==> src/rtl/dds_pkg.sv <==
// Shared DDS definitions: sweep state codes, waveform codes and power-up
// parameter words used by the sweep controller and the input controller.
package dds_pkg;

   localparam logic [2:0] MANUAL = 3'd0;
   localparam logic [2:0] LOAD   = 3'd1;
   localparam logic [2:0] DWELL  = 3'd2;
   localparam logic [2:0] STEP   = 3'd3;
   localparam logic [2:0] DONE   = 3'd4;

   localparam logic [1:0] WAVE_SINE     = 2'b00;
   localparam logic [1:0] WAVE_SQUARE   = 2'b01;
   localparam logic [1:0] WAVE_TRIANGLE = 2'b10;
   localparam logic [1:0] WAVE_SAWTOOTH = 2'b11;

   localparam logic [15:0] FREQ_DEFAULT = 16'd10000;
   localparam logic [7:0]  AMP_DEFAULT  = 8'd30;

endpackage

==> src/rtl/dds_dwell_timer.sv <==
// Dwell interval counter: counts enabled clocks and flags the last clock of
// each interval of `limit` cycles.
module dds_dwell_timer #(
   parameter int DWELL_W = 24
) (
   input  logic               clock,
   input  logic               reset,
   input  logic               clear,
   input  logic               enable,
   input  logic [DWELL_W-1:0] limit,
   output logic               tc
);

   logic [DWELL_W-1:0] count_reg;

   assign tc = enable && (count_reg == limit - DWELL_W'(1));

   always_ff @(posedge clock) begin
      if (reset || clear) begin
         count_reg <= '0;
      end else if (enable) begin
         count_reg <= tc ? '0 : count_reg + DWELL_W'(1);
      end
   end

endmodule

==> src/rtl/dds_sweep_controller.sv <==
// Selects manual or swept DDS parameter words and commits them to the datapath
// only on a phase-accumulator wrap, so a waveform period is never cut short.
module dds_sweep_controller #(
   parameter int                FREQ_W       = 16,
   parameter int                AMP_W        = 8,
   parameter int                DWELL_W      = 24,
   parameter logic [FREQ_W-1:0] FREQ_DEFAULT = dds_pkg::FREQ_DEFAULT,
   parameter logic [AMP_W-1:0]  AMP_DEFAULT  = dds_pkg::AMP_DEFAULT
) (
   input  logic               clock,
   input  logic               reset,
   input  logic [FREQ_W-1:0]  man_freq_word,
   input  logic [AMP_W-1:0]   man_amp_word,
   input  logic [1:0]         man_waveform,
   input  logic               sweep_en,
   input  logic               sweep_loop,
   input  logic [FREQ_W-1:0]  sweep_start,
   input  logic [FREQ_W-1:0]  sweep_stop,
   input  logic [FREQ_W-1:0]  sweep_step,
   input  logic [DWELL_W-1:0] dwell_cycles,
   input  logic               phase_wrap,
   output logic [FREQ_W-1:0]  dds_freq_word,
   output logic [AMP_W-1:0]   dds_amp_word,
   output logic [1:0]         dds_waveform,
   output logic               cfg_update,
   output logic               sweep_active,
   output logic               sweep_done
);
   import dds_pkg::*;

   logic [2:0]         state_reg, state_next;
   logic [FREQ_W-1:0]  start_reg, stop_reg, step_reg, cur_freq_reg;
   logic [DWELL_W-1:0] dwell_reg;
   logic               dir_up_reg, loop_reg;
   logic [FREQ_W:0]    sum_ext, diff_ext;
   logic [FREQ_W-1:0]  step_freq, staged_freq;
   logic               at_stop, dwell_tc, active_next, done_next, commit;
   logic [FREQ_W-1:0]  dds_freq_reg;
   logic [AMP_W-1:0]   dds_amp_reg;
   logic [1:0]         dds_wave_reg;
   logic               cfg_update_reg, sweep_active_reg, sweep_done_reg;

   assign at_stop = (cur_freq_reg == stop_reg);

   dds_dwell_timer #(.DWELL_W(DWELL_W)) u_dwell_timer (
      .clock  (clock),
      .reset  (reset),
      .clear  (state_reg != DWELL),
      .enable (state_reg == DWELL),
      .limit  (dwell_reg),
      .tc     (dwell_tc)
   );

   always_ff @(posedge clock) begin
      if (reset) state_reg <= MANUAL;
      else       state_reg <= state_next;
   end

   always_comb begin
      state_next = state_reg;
      case (state_reg)
         MANUAL:  if (sweep_en) state_next = LOAD;
         LOAD:    state_next = DWELL;
         DWELL:   if (dwell_tc) state_next = STEP;
         STEP:    state_next = (at_stop && !loop_reg) ? DONE : DWELL;
         DONE:    state_next = DONE;
         default: state_next = MANUAL;
      endcase
      // Dropping sweep_en aborts from any sweep state, overriding a pending step.
      if (state_reg != MANUAL && !sweep_en) state_next = MANUAL;
   end

   always_comb begin
      staged_freq = (state_reg == MANUAL) ? man_freq_word : cur_freq_reg;
      active_next = (state_next == LOAD) || (state_next == DWELL) || (state_next == STEP);
      done_next   = (state_next == DONE);
      commit      = phase_wrap && ((staged_freq != dds_freq_reg) ||
                                   (man_amp_word != dds_amp_reg) ||
                                   (man_waveform != dds_wave_reg));
   end

   // One extra bit catches wrap-around so overshoot in either direction clamps to stop.
   always_comb begin
      sum_ext   = {1'b0, cur_freq_reg} + {1'b0, step_reg};
      diff_ext  = {1'b0, cur_freq_reg} - {1'b0, step_reg};
      step_freq = stop_reg;
      if (dir_up_reg) begin
         if (sum_ext <= {1'b0, stop_reg}) step_freq = sum_ext[FREQ_W-1:0];
      end else begin
         if (!diff_ext[FREQ_W] && (diff_ext[FREQ_W-1:0] >= stop_reg)) step_freq = diff_ext[FREQ_W-1:0];
      end
   end

   always_ff @(posedge clock) begin
      if (reset) begin
         start_reg    <= '0;
         stop_reg     <= '0;
         step_reg     <= '0;
         dwell_reg    <= '0;
         dir_up_reg   <= 1'b0;
         loop_reg     <= 1'b0;
         cur_freq_reg <= '0;
      end else if (state_reg == LOAD) begin
         start_reg    <= sweep_start;
         stop_reg     <= sweep_stop;
         step_reg     <= (sweep_step == '0) ? FREQ_W'(1) : sweep_step;
         dwell_reg    <= (dwell_cycles == '0) ? DWELL_W'(1) : dwell_cycles;
         dir_up_reg   <= (sweep_stop >= sweep_start);
         loop_reg     <= sweep_loop;
         cur_freq_reg <= sweep_start;
      end else if (state_reg == STEP && sweep_en) begin
         if (at_stop) begin
            if (loop_reg) cur_freq_reg <= start_reg;
         end else begin
            cur_freq_reg <= step_freq;
         end
      end
   end

   always_ff @(posedge clock) begin
      if (reset) begin
         dds_freq_reg     <= FREQ_DEFAULT;
         dds_amp_reg      <= AMP_DEFAULT;
         dds_wave_reg     <= WAVE_SINE;
         cfg_update_reg   <= 1'b0;
         sweep_active_reg <= 1'b0;
         sweep_done_reg   <= 1'b0;
      end else begin
         if (commit) begin
            dds_freq_reg <= staged_freq;
            dds_amp_reg  <= man_amp_word;
            dds_wave_reg <= man_waveform;
         end
         cfg_update_reg   <= commit;
         sweep_active_reg <= active_next;
         sweep_done_reg   <= done_next;
      end
   end

   assign dds_freq_word = dds_freq_reg;
   assign dds_amp_word  = dds_amp_reg;
   assign dds_waveform  = dds_wave_reg;
   assign cfg_update    = cfg_update_reg;
   assign sweep_active  = sweep_active_reg;
   assign sweep_done    = sweep_done_reg;

endmodule

==> config.mk <==
export PLATFORM = sky130hd
export DESIGN_NAME = dds_sweep_controller
export DESIGN_NICKNAME = d
export VERILOG_FILES = /design/src/rtl/dds_pkg.sv /design/src/rtl/dds_dwell_timer.sv /design/src/rtl/dds_sweep_controller.sv
export SDC_FILE = /design/constraint.sdc
export NUM_CORES = 1
export LEC_CHECK = 0
export BUFFER_PORTS_ARGS = -buffer_cell sky130_fd_sc_hd__buf_2
export CAP_MARGIN = 20
export CORE_MARGIN = 2
export CORE_UTILIZATION = 59
export DETAILED_ROUTE_END_ITERATION = 8
export HOLD_SLACK_MARGIN = 0.15
export PLACE_DENSITY = 0.8
export REMOVE_ABC_BUFFERS = 1
export SETUP_SLACK_MARGIN = 0.5
export SLEW_MARGIN = 0
export SYNTH_ARGS = -nofsm -noshare
export SYNTH_HDL_FRONTEND = slang
export SYNTH_SLANG_ARGS = --single-unit
==> constraint.sdc <==
create_clock -name clock -period 5.6 [get_ports clock]
set_input_delay 0.56 -clock clock [delete_from_list [all_inputs] [get_ports clock]]
set_output_delay 0.56 -clock clock [all_outputs]
set_load 0.01 [all_outputs]
==> results.toml, run 1 <==
[status]
status = "complete, no violations"

[global_routing]
gr-total-overflow = 0
grt_util_all_layers_pct = 32.7
grt_first_pass_wirelength_um = 47100
first_global_vias = 9018
grt_max_degree = 66
antenna_found_initial = 0

[sta]
post-route-period-util_pct = 86.3
finalClockSkew_ns = 0.0107
final.setup.tns_ns = 0
highest_achievable_clock_rate_ghz = 0.207
final-setup-viol-count = 0
max_slew_margin_pct = 36.3
report.final.slew_viol_count = 0
rsz0062_at_grt = "no"
timing_hold_violations_final = 0
min_period_ns = 4.83
worstMarginPinSlew_ns = 0.949
fin_hold_ws_ns = 0.372

[power_and_ir_drop]
p_per_area_nw_per_um2 = 320
power.ir.vdd_worst_mv = 0.271
post-layout-total-power_mw = 3.71
total_leakage_power_nw = 4.98

[die]
core.rowCount = 48
chipHeight_um = 135
initial_utilization_pct = 59.7
core-area_um2 = 17100
pin_count = 132
fp.dieW_um = 135
design.die.area_um2 = 18300

[yosys]
synth_enable_flop_cells = 0
postSynthCellCount = 1310
postSynth.topFlopCell = "sky130_fd_sc_hd__dfxtp_1"
post-synth-top-area-fraction_pct = 28.7
synth_sequential_area_ratio_pct = 28.7
syn_area_um2 = 10200
synth_async_sr_flop_share_pct = 0
synth_cell_type_count = 71
netlist_top_cells_area = "sky130_fd_sc_hd__dfxtp_1, sky130_fd_sc_hd__ha_1, sky130_fd_sc_hd__nand2_1, sky130_fd_sc_hd__a21oi_1, sky130_fd_sc_hd__xnor2_1"
mapped_avg_cell_area_um2 = 7.77
yosysWarningCount = 0
synth_area_leader_cell = "sky130_fd_sc_hd__dfxtp_1"
synth.ff_latch_count = 146

[run]
drv_cap = 0

[worst_setup_path]
worst-endpoint-required_ns = 5.93
timing.critical_path.max_delay_family = "compound AO/OA/AOI/OAI gates"
most_frequent_cell_on_critical_path = "sky130_fd_sc_hd__ha_1"
timing.critical_path.to_type = "flip-flop"
setup.worst_path.start_class = "flip-flop"
path_cells = "ha_1 > fa_1 > nor2b_1 > o211ai_1 > a31oi_1 > a21boi_0 > o31ai_1 > xnor2_1 > ha_1 > nand4_1 > or4_1 > o22a_1 > a21o_1 > nor2_1 > a32oi_1 > a311oi_1"
cp_data_arrival_time_ns = 5.16
cp_max_fo = 8
cp_slowest_stage_delay_ns = 0.56
worst_path_max_delay_cell = "sky130_fd_sc_hd__or4_1"
worstSetupPathType = "reg2reg"
timing.critical_path.buf_inv = 0

[routing]
number_of_vias_in_the_routed_layout = 9968
route.detailed.drc = 0
detailed_route_vias_per_instance = 6.07
first_iter_violations = 810
wl_per_cell_um = 18.3
wirelength_um = 30000
postRouteAntennaNets = 0
first_pass_iters = 5

[clock_tree]
cts-hold-fix-buffers = 0
clk_pin_slew_ns = 0.07
clock-root-buffer = "sky130_fd_sc_hd__clkbuf_16"
numCtsBuffers = 17
clock_tree.buffer_depth = 2
clock_tree_from_tritoncts = "built"
clock_sinks = 146
cts-htree-levels = 4
clock_latency_ns = 0.43

[cells_and_area]
num_antenna_cells = 0
mostFrequentLayoutCell = "sky130_fd_sc_hd__nand2_1"
synth_to_final_area_change_pct = 13.9
mostFrequentLayoutCells = "sky130_fd_sc_hd__nand2_1, sky130_fd_sc_hd__dfxtp_1, sky130_fd_sc_hd__a21oi_1"
non_filler_cells_final = 1643
post-route-util_pct = 68.0
fill_cells = 1453
nNetsFinal = 1592
drive_gt1_share_pct = 15.5

[placed_design]
dp.final_hpwl_um = 22600
post-place-cells = 1611
routability_driven_placement_congestion_ratio = 0.979
io_buffer_count = 131

[min_path]
hold_class = "in2reg"
-- repair_timing --
action | 4_1_cts | 5_1_grt
hold endpoints to repair | 0 | 0
buffers inserted | 0 | 0
endpoints found under the setup margin | 0 | 16
resized for setup | 0 | 5
-- final timing paths --
check | start | to | slack [ns] | depth (start not counted)
max | cur_freq_reg[0] | cur_freq_reg[10] | 0.77 | 16
min | man_amp_word[4] | dds_amp_word[4] | 0.37 | 3
max reg2reg | cur_freq_reg[0] | cur_freq_reg[10] | 0.77 | 16
min reg2reg | start_reg[4] | start_reg[4] | 0.46 | 2
-- power by group --
part | internal (mW) | total, mW | leakage [nW] | switching (mW)
clock network | 0.729 | 1.23 | 0.309 | 0.502
registers | 1.09 | 1.17 | 1.19 | 0.0787
logic | 0.520 | 1.31 | 3.48 | 0.787
-- final cells by class --
cell class / count / area (µm²) / share of cell area [%]
multi-input combinational: 1030 / 6770 / 58.4
clock buffer: 18 / 439 / 3.79
inverter: 69 / 259 / 2.23
sequential: 146 / 2920 / 25.2
clock inverter: 14 / 191 / 1.65
tap: 225 / 282 / 2.43
timing repair buffer: 141 / 733 / 6.32
-- cell families (layout without fill, tap and decap cells) --
kind of cell | count (synthesis) | in the layout | synth area share (%)
adders and majority gates | 84 | 84 | 10.5
DFF | 146 | 146 | 28.7
buffers and inverters | 134 | 242 | 5.22
xor gates and xnor gates | 115 | 115 | 9.90
and+or+nand+nor | 464 | 464 | 21.6
AOI/OAI and AO/OA | 332 | 332 | 20.6
muxes | 35 | 35 | 3.49
-- cells in the mapped netlist (4+ instances only) --
cell / instances
sky130_fd_sc_hd__clkbuf_1: 56
sky130_fd_sc_hd__a221oi_1: 7
sky130_fd_sc_hd__nor3_1: 14
sky130_fd_sc_hd__o21a_1: 8
sky130_fd_sc_hd__o21ai_0: 42
sky130_fd_sc_hd__a21o_1: 22
sky130_fd_sc_hd__ha_1: 82
sky130_fd_sc_hd__and3_1: 11
sky130_fd_sc_hd__a21oi_1: 143
sky130_fd_sc_hd__xor2_1: 54
sky130_fd_sc_hd__nand4_1: 16
sky130_fd_sc_hd__nor4_1: 23
sky130_fd_sc_hd__nor2_1: 89
sky130_fd_sc_hd__or4_1: 6
sky130_fd_sc_hd__nand3_1: 20
sky130_fd_sc_hd__nor3b_1: 5
sky130_fd_sc_hd__o211ai_1: 16
sky130_fd_sc_hd__o31ai_1: 9
sky130_fd_sc_hd__nor2b_1: 10
sky130_fd_sc_hd__o221ai_1: 5
sky130_fd_sc_hd__buf_2: 4
sky130_fd_sc_hd__a31oi_1: 10
sky130_fd_sc_hd__a311oi_1: 8
sky130_fd_sc_hd__and2_1: 4
sky130_fd_sc_hd__and4_1: 4
sky130_fd_sc_hd__a211oi_1: 18
sky130_fd_sc_hd__o22ai_1: 4
sky130_fd_sc_hd__o211a_1: 5
sky130_fd_sc_hd__nand3b_1: 4
sky130_fd_sc_hd__or2_2: 13
sky130_fd_sc_hd__nor2_2: 9
sky130_fd_sc_hd__xnor2_1: 61
sky130_fd_sc_hd__mux2i_1: 31
sky130_fd_sc_hd__nand2b_1: 14
sky130_fd_sc_hd__dfxtp_1: 146
sky130_fd_sc_hd__mux2_2: 4
sky130_fd_sc_hd__nand2_1: 209
sky130_fd_sc_hd__inv_1: 68
-- through the flow --
step / setup slack [ns] / cell area, µm²
final: 0.766 / 11600
after global routing: 0.509 / 11600
after CTS: 0.572 / 11600
after detailed placement: 0.631 / 10900
after global placement: 0.765 / 10900
after floorplan: 0.0924 / 9900
-- tightest hold or removal path, cell delays in order --
cell and delay (ns):
sky130_fd_sc_hd__buf_2 0.09, sky130_fd_sc_hd__mux2i_1 0.06, sky130_fd_sc_hd__nand2_1 0.06
-- metal layers --
metal	vias to the layer above	part of all wire [%]	track usage (%)
li1	4802	-	-
met1	4667	44	45.5
met2	441	45	52.4
met3	58	7.9	4.90
met4	0	2.5	10.2
met5	-	0	0
(Power assumes the default switching activity.)
==> run 2: changes to the inputs <==
BUFFER_PORTS_ARGS = -buffer_cell sky130_fd_sc_hd__buf_4   (was -buffer_cell sky130_fd_sc_hd__buf_2)
==> run 2 against run 1 <==
Total power down 1.6%. Setup slack better by 0.0089 ns. Sequential share of layout area down 0.62 points. Clock-buffer cell count shrank 1. Hold slack got worse by 0.018 ns. Critical path type unchanged. Clock power down 7%.
==> results.toml, run 2 (synthesized netlist as in run 1, its figures left out) <==
[status]
status = "complete, no violations"

[die]
fp.dieW_um = 135
pin_count = 132
chipHeight_um = 135
design.die.area_um2 = 18300
initial_utilization_pct = 59.7
core.rowCount = 48
core-area_um2 = 17100

[clock_tree]
clock_sinks = 146
numCtsBuffers = 17
clock-root-buffer = "sky130_fd_sc_hd__clkbuf_16"
clock_latency_ns = 0.43
clk_pin_slew_ns = 0.08
cts-htree-levels = 4
cts-hold-fix-buffers = 0
clock_tree.buffer_depth = 2
cts_setup_buffers = 0
clock_tree_from_tritoncts = "built"

[routing]
wl_per_cell_um = 18.4
route.detailed.drc = 0
first_pass_iters = 5
wirelength_um = 30200
postRouteAntennaNets = 0
number_of_vias_in_the_routed_layout = 9817
first_iter_violations = 837
detailed_route_vias_per_instance = 5.97

[worst_setup_path]
timing.critical_path.to_type = "flip-flop"
worstSetupPathType = "reg2reg"
path_cells = "inv_1 > ha_1 > nor2b_1 > o311ai_0 > a21oi_1 > a21oi_1 > or4_1 > o211a_1 > ha_1 > nand4_1 > or4_1 > a31o_2 > nand4_1 > a21oi_2 > a31oi_2 > a221oi_1 > a211oi_1"
worst-endpoint-required_ns = 5.94
worst-path-stages = 17
cp_data_arrival_time_ns = 5.16
cp_max_fo = 7
setup.worst_path.start_class = "flip-flop"
cp_slowest_stage_delay_ns = 0.57
timing.critical_path.max_delay_family = "compound AO/OA/AOI/OAI gates"
reg2reg_depth = 17
worst_path_max_delay_cell = "sky130_fd_sc_hd__or4_1"
timing.critical_path.buf_inv = 1

[power_and_ir_drop]
total_leakage_power_nw = 5.06
power.ir.vdd_worst_mv = 0.280
p_per_area_nw_per_um2 = 307
post-layout-total-power_mw = 3.65

[sta]
post-route-period-util_pct = 86.2
report.final.slew_viol_count = 0
rsz0062_at_grt = "yes"
worstMarginPinSlew_ns = 0.917
final-setup-viol-count = 0
timing_hold_violations_final = 0
min_period_ns = 4.82
finalClockSkew_ns = 0.0138
max_slew_margin_pct = 38.9
highest_achievable_clock_rate_ghz = 0.207
final.setup.tns_ns = 0

[global_routing]
first_global_vias = 8991
gr-total-overflow = 0
grt_max_degree = 74
grt_util_all_layers_pct = 33.0
antenna_found_initial = 1
grt_first_pass_wirelength_um = 47200

[cells_and_area]
synth_to_final_area_change_pct = 16.8
mostFrequentLayoutCells = "sky130_fd_sc_hd__nand2_1, sky130_fd_sc_hd__dfxtp_1, sky130_fd_sc_hd__a21oi_1, sky130_fd_sc_hd__buf_4, sky130_fd_sc_hd__nor2_1"
num_antenna_cells = 0
design_area_um2 = 11900
drive_gt1_share_pct = 15.6
nNetsFinal = 1593
mostFrequentLayoutCell = "sky130_fd_sc_hd__nand2_1"

[placed_design]
routability_driven_placement_congestion_ratio = 0.977
io_buffer_count = 131
dp.final_hpwl_um = 23400
post_dp_cell_area_um2 = 11300

[run]
drv_cap = 0

[min_path]
whs_path_depth = 3
hold_class = "in2reg"
[run 2: where the power goes]
group | switching [mW] | internal (mW)
clock | 0.539 | 0.597
combinational | 0.795 | 0.550
sequential | 0.0768 | 1.09
[run 2: path summary, 6_finish.rpt]
check / startpoint / endpoint / slack (ns)
setup / recovery: step_reg[1] / cur_freq_reg[8] / 0.78
setup reg to reg: step_reg[1] / cur_freq_reg[8] / 0.78
hold reg to reg: start_reg[14] / start_reg[14] / 0.45
hold / removal: man_amp_word[3] / dds_amp_word[3] / 0.35
[run 2: per-layer routing]
metal | part of all wire (%) | track usage [%]
met1 | 46 | 46.6
met2 | 44 | 51.5
met3 | 7.8 | 5.99
met4 | 2.0 | 9.90
met5 | 0 | 0
[run 2: through the flow]
stage,setup slack (ns),hold slack [ns],std cells,util [%]
after floorplan,0.0924,0.427,1245,-
after global placement,0.724,0.439,1612,66.1
final,0.775,0.354,1644,69.7
after global routing,0.471,0.358,1644,69.7
after CTS,0.564,0.345,1644,69.5
after detailed placement,0.594,0.445,1612,66.1
[run 2: layout make-up]
cell class	instances	area (µm²)
flip-flops and latches	146	2920
inverters	69	259
well taps	225	282
clock inverters	15	161
multi-input cells	1030	6770
fillers	1466	5170
repair buffers	142	1070
clock buffers	17	425
[run 2: worst register-to-register path, delay by kind of cell (launching register included)]
family                     cells  cell delay (ns)
AOI/OAI and AO/OA              9             2.20
DFF                            1             0.40
adders and majority gates      2             0.61
buffers and inverters          1             0.10
and+or+nand+nor                5             1.43
[run 2: repair_timing]
item / 4_1_cts / 5_1_grt
setup endpoints to repair: 0 / 15
endpoints found under the hold margin: 0 / 0
gates resized for setup: 0 / 6
==> run 3: changes to the inputs <==
RECOVER_POWER = 100   (was default)
==> run 3 against run 2 <==
The flow now finishes with violations (capacitance limit, slew limit). Hold slack worse by 0.0018 ns. Clock power is essentially flat. Clock-buffer cell count stayed put. Clock skew is 0.0022 ns lower. Final cell count unchanged. Critical path type unchanged. Largest power group unchanged. First-iteration DRC count grew 0.96%. Critical path depth did not move. Utilization decreased by 0.88 points. Routed wire length is essentially flat. Global-route usage is the same. Sequential power barely moved.
==> results.toml, run 3 (synthesized netlist as in run 1, its figures left out) <==
[status]
status = "finished with violations"
violated_checks = "capacitance limit, slew limit"

[routing]
first_iter_violations = 845
wirelength_um = 30200
route.detailed.drc = 0
wl_per_cell_um = 18.4
number_of_vias_in_the_routed_layout = 9796
first_pass_iters = 5
detailed_route_vias_per_instance = 5.96
postRouteAntennaNets = 0

[clock_tree]
numCtsBuffers = 17
clock-root-buffer = "sky130_fd_sc_hd__clkbuf_16"
clock_tree_from_tritoncts = "built"
clock_tree.buffer_depth = 2
clock_latency_ns = 0.43
clock_sinks = 146
cts-htree-levels = 4
cts_setup_buffers = 0
cts-hold-fix-buffers = 0
clk_pin_slew_ns = 0.07

[cells_and_area]
fill_cells = 1513
drive_gt1_share_pct = 13.0
sequential_cell_area_um2 = 2920
synth_to_final_area_change_pct = 15.3
mostFrequentLayoutCell = "sky130_fd_sc_hd__nand2_1"
nNetsFinal = 1593
mostFrequentLayoutCells = "sky130_fd_sc_hd__nand2_1, sky130_fd_sc_hd__dfxtp_1, sky130_fd_sc_hd__a21oi_1"
multi_input_comb_area_um2 = 6730
num_antenna_cells = 0
design_area_um2 = 11700
non_filler_cells_final = 1644

[global_routing]
gr-total-overflow = 0
grt_max_degree = 74
grt_util_all_layers_pct = 33.0
first_global_vias = 8991
grt_first_pass_wirelength_um = 47200
antenna_found_initial = 1

[worst_setup_path]
cp_max_fo = 7
timing.reg2reg.setup_slack_ns = 0.79
crit_end = "cur_freq_reg[8]"
cp_data_arrival_time_ns = 5.15
worstSetupPathType = "reg2reg"
timing.critical_path.to_type = "flip-flop"
crit_start = "step_reg[1]"
worst-endpoint-required_ns = 5.94
setup.worst_path.start_class = "flip-flop"
r2r_start = "step_reg[1]"
reg2reg_depth = 17
worstReg2RegEnd = "cur_freq_reg[8]"

[sta]
post-route-period-util_pct = 85.9
finalClockSkew_ns = 0.0115
max_slew_margin_pct = -21.1
worstMarginPinSlew_ns = 1.81
fin_hold_ws_ns = 0.352
timing_hold_violations_final = 0
min_period_ns = 4.81
report.final.slew_viol_count = 33
final-setup-viol-count = 0
highest_achievable_clock_rate_ghz = 0.208
rsz0062_at_grt = "yes"
final.setup.tns_ns = 0

[die]
initial_utilization_pct = 59.7
chipHeight_um = 135
fp.dieW_um = 135
core.rowCount = 48
pin_count = 132
design.die.area_um2 = 18300
core-area_um2 = 17100

[power_and_ir_drop]
p_per_area_nw_per_um2 = 310
post-layout-total-power_mw = 3.64
total_leakage_power_nw = 4.94
power.ir.vdd_worst_mv = 0.282

[placed_design]
routability_driven_placement_congestion_ratio = 0.977
dp.final_hpwl_um = 23400
post-place-cells = 1612
io_buffer_count = 131
post_dp_cell_area_um2 = 11300

[min_path]
hold_class = "in2reg"

[run]
drv_cap = 1
## run 3: changes by cell type in the layout (fill, tap and decap cells not counted), sizes merged
cell    before  now
buf        142  112
clkbuf      17   47
## run 3: critical path: stages (launching register included)
cell and delay [ns]:
sky130_fd_sc_hd__dfxtp_1 0.40, sky130_fd_sc_hd__inv_1 0.10, sky130_fd_sc_hd__ha_1 0.31, sky130_fd_sc_hd__nor2b_1 0.17
sky130_fd_sc_hd__o311ai_0 0.18, sky130_fd_sc_hd__a21oi_1 0.40, sky130_fd_sc_hd__a21oi_1 0.19, sky130_fd_sc_hd__or4_1 0.43
sky130_fd_sc_hd__o211a_1 0.18, sky130_fd_sc_hd__ha_1 0.30, sky130_fd_sc_hd__nand4_1 0.12, sky130_fd_sc_hd__or4_1 0.56
sky130_fd_sc_hd__a31o_2 0.24, sky130_fd_sc_hd__nand4_1 0.13, sky130_fd_sc_hd__a21oi_2 0.13, sky130_fd_sc_hd__a31oi_2 0.46
sky130_fd_sc_hd__a221oi_1 0.15, sky130_fd_sc_hd__a211oi_1 0.26
## run 3: routing by layer
metal  global-route usage (%)  part of all wire (%)  vias up
li1                         -                     -     4798
met1                     46.6                    46     4587
met2                     51.5                    44      366
met3                     5.99                   7.3       45
met4                     9.90                   2.0        0
met5                        0                     0        -
## run 3: timing repair
item,in CTS,in global routing
setup endpoints to repair,0,15
resized for setup,0,6
endpoints found under the hold margin,0,0
## run 3: power by group
group / internal [mW] / leakage, nW / total, mW / switching (mW)
clock network: 0.597 / 0.281 / 1.14 / 0.539
logic: 0.539 / 3.47 / 1.33 / 0.794
registers: 1.09 / 1.19 / 1.17 / 0.0764
total: 2.23 / 4.94 / 3.64 / 1.41
## run 3: stage by stage
stage / worst slack (ns) / utilization (%)
floorplan: 0.0924 / -
global placement: 0.724 / 66.1
detailed placement: 0.594 / 66.1
CTS: 0.564 / 69.5
global route: 0.387 / 68.8
finish: 0.792 / 68.8
## run 3: layout make-up
cell class                 count  share of cell area, %
tap                          225                   2.40
inverter                      69                   2.21
multi-input combinational   1030                   57.4
clock inverter                15                   1.38
timing repair buffer         142                   8.12
clock buffer                  17                   3.62
sequential                   146                   24.9
## run 3: worst min path at each step
stage          cells past startpoint            start              end
6_report                           3  man_amp_word[3]  dds_amp_word[3]
3_3_place_gp                       2     start_reg[4]     start_reg[4]
3_5_place_dp                       2     start_reg[9]     start_reg[9]
5_1_grt                            3  man_amp_word[2]  dds_amp_word[2]
4_1_cts                            3  man_amp_word[3]  dds_amp_word[3]
2_1_floorplan                      2    start_reg[11]    start_reg[11]
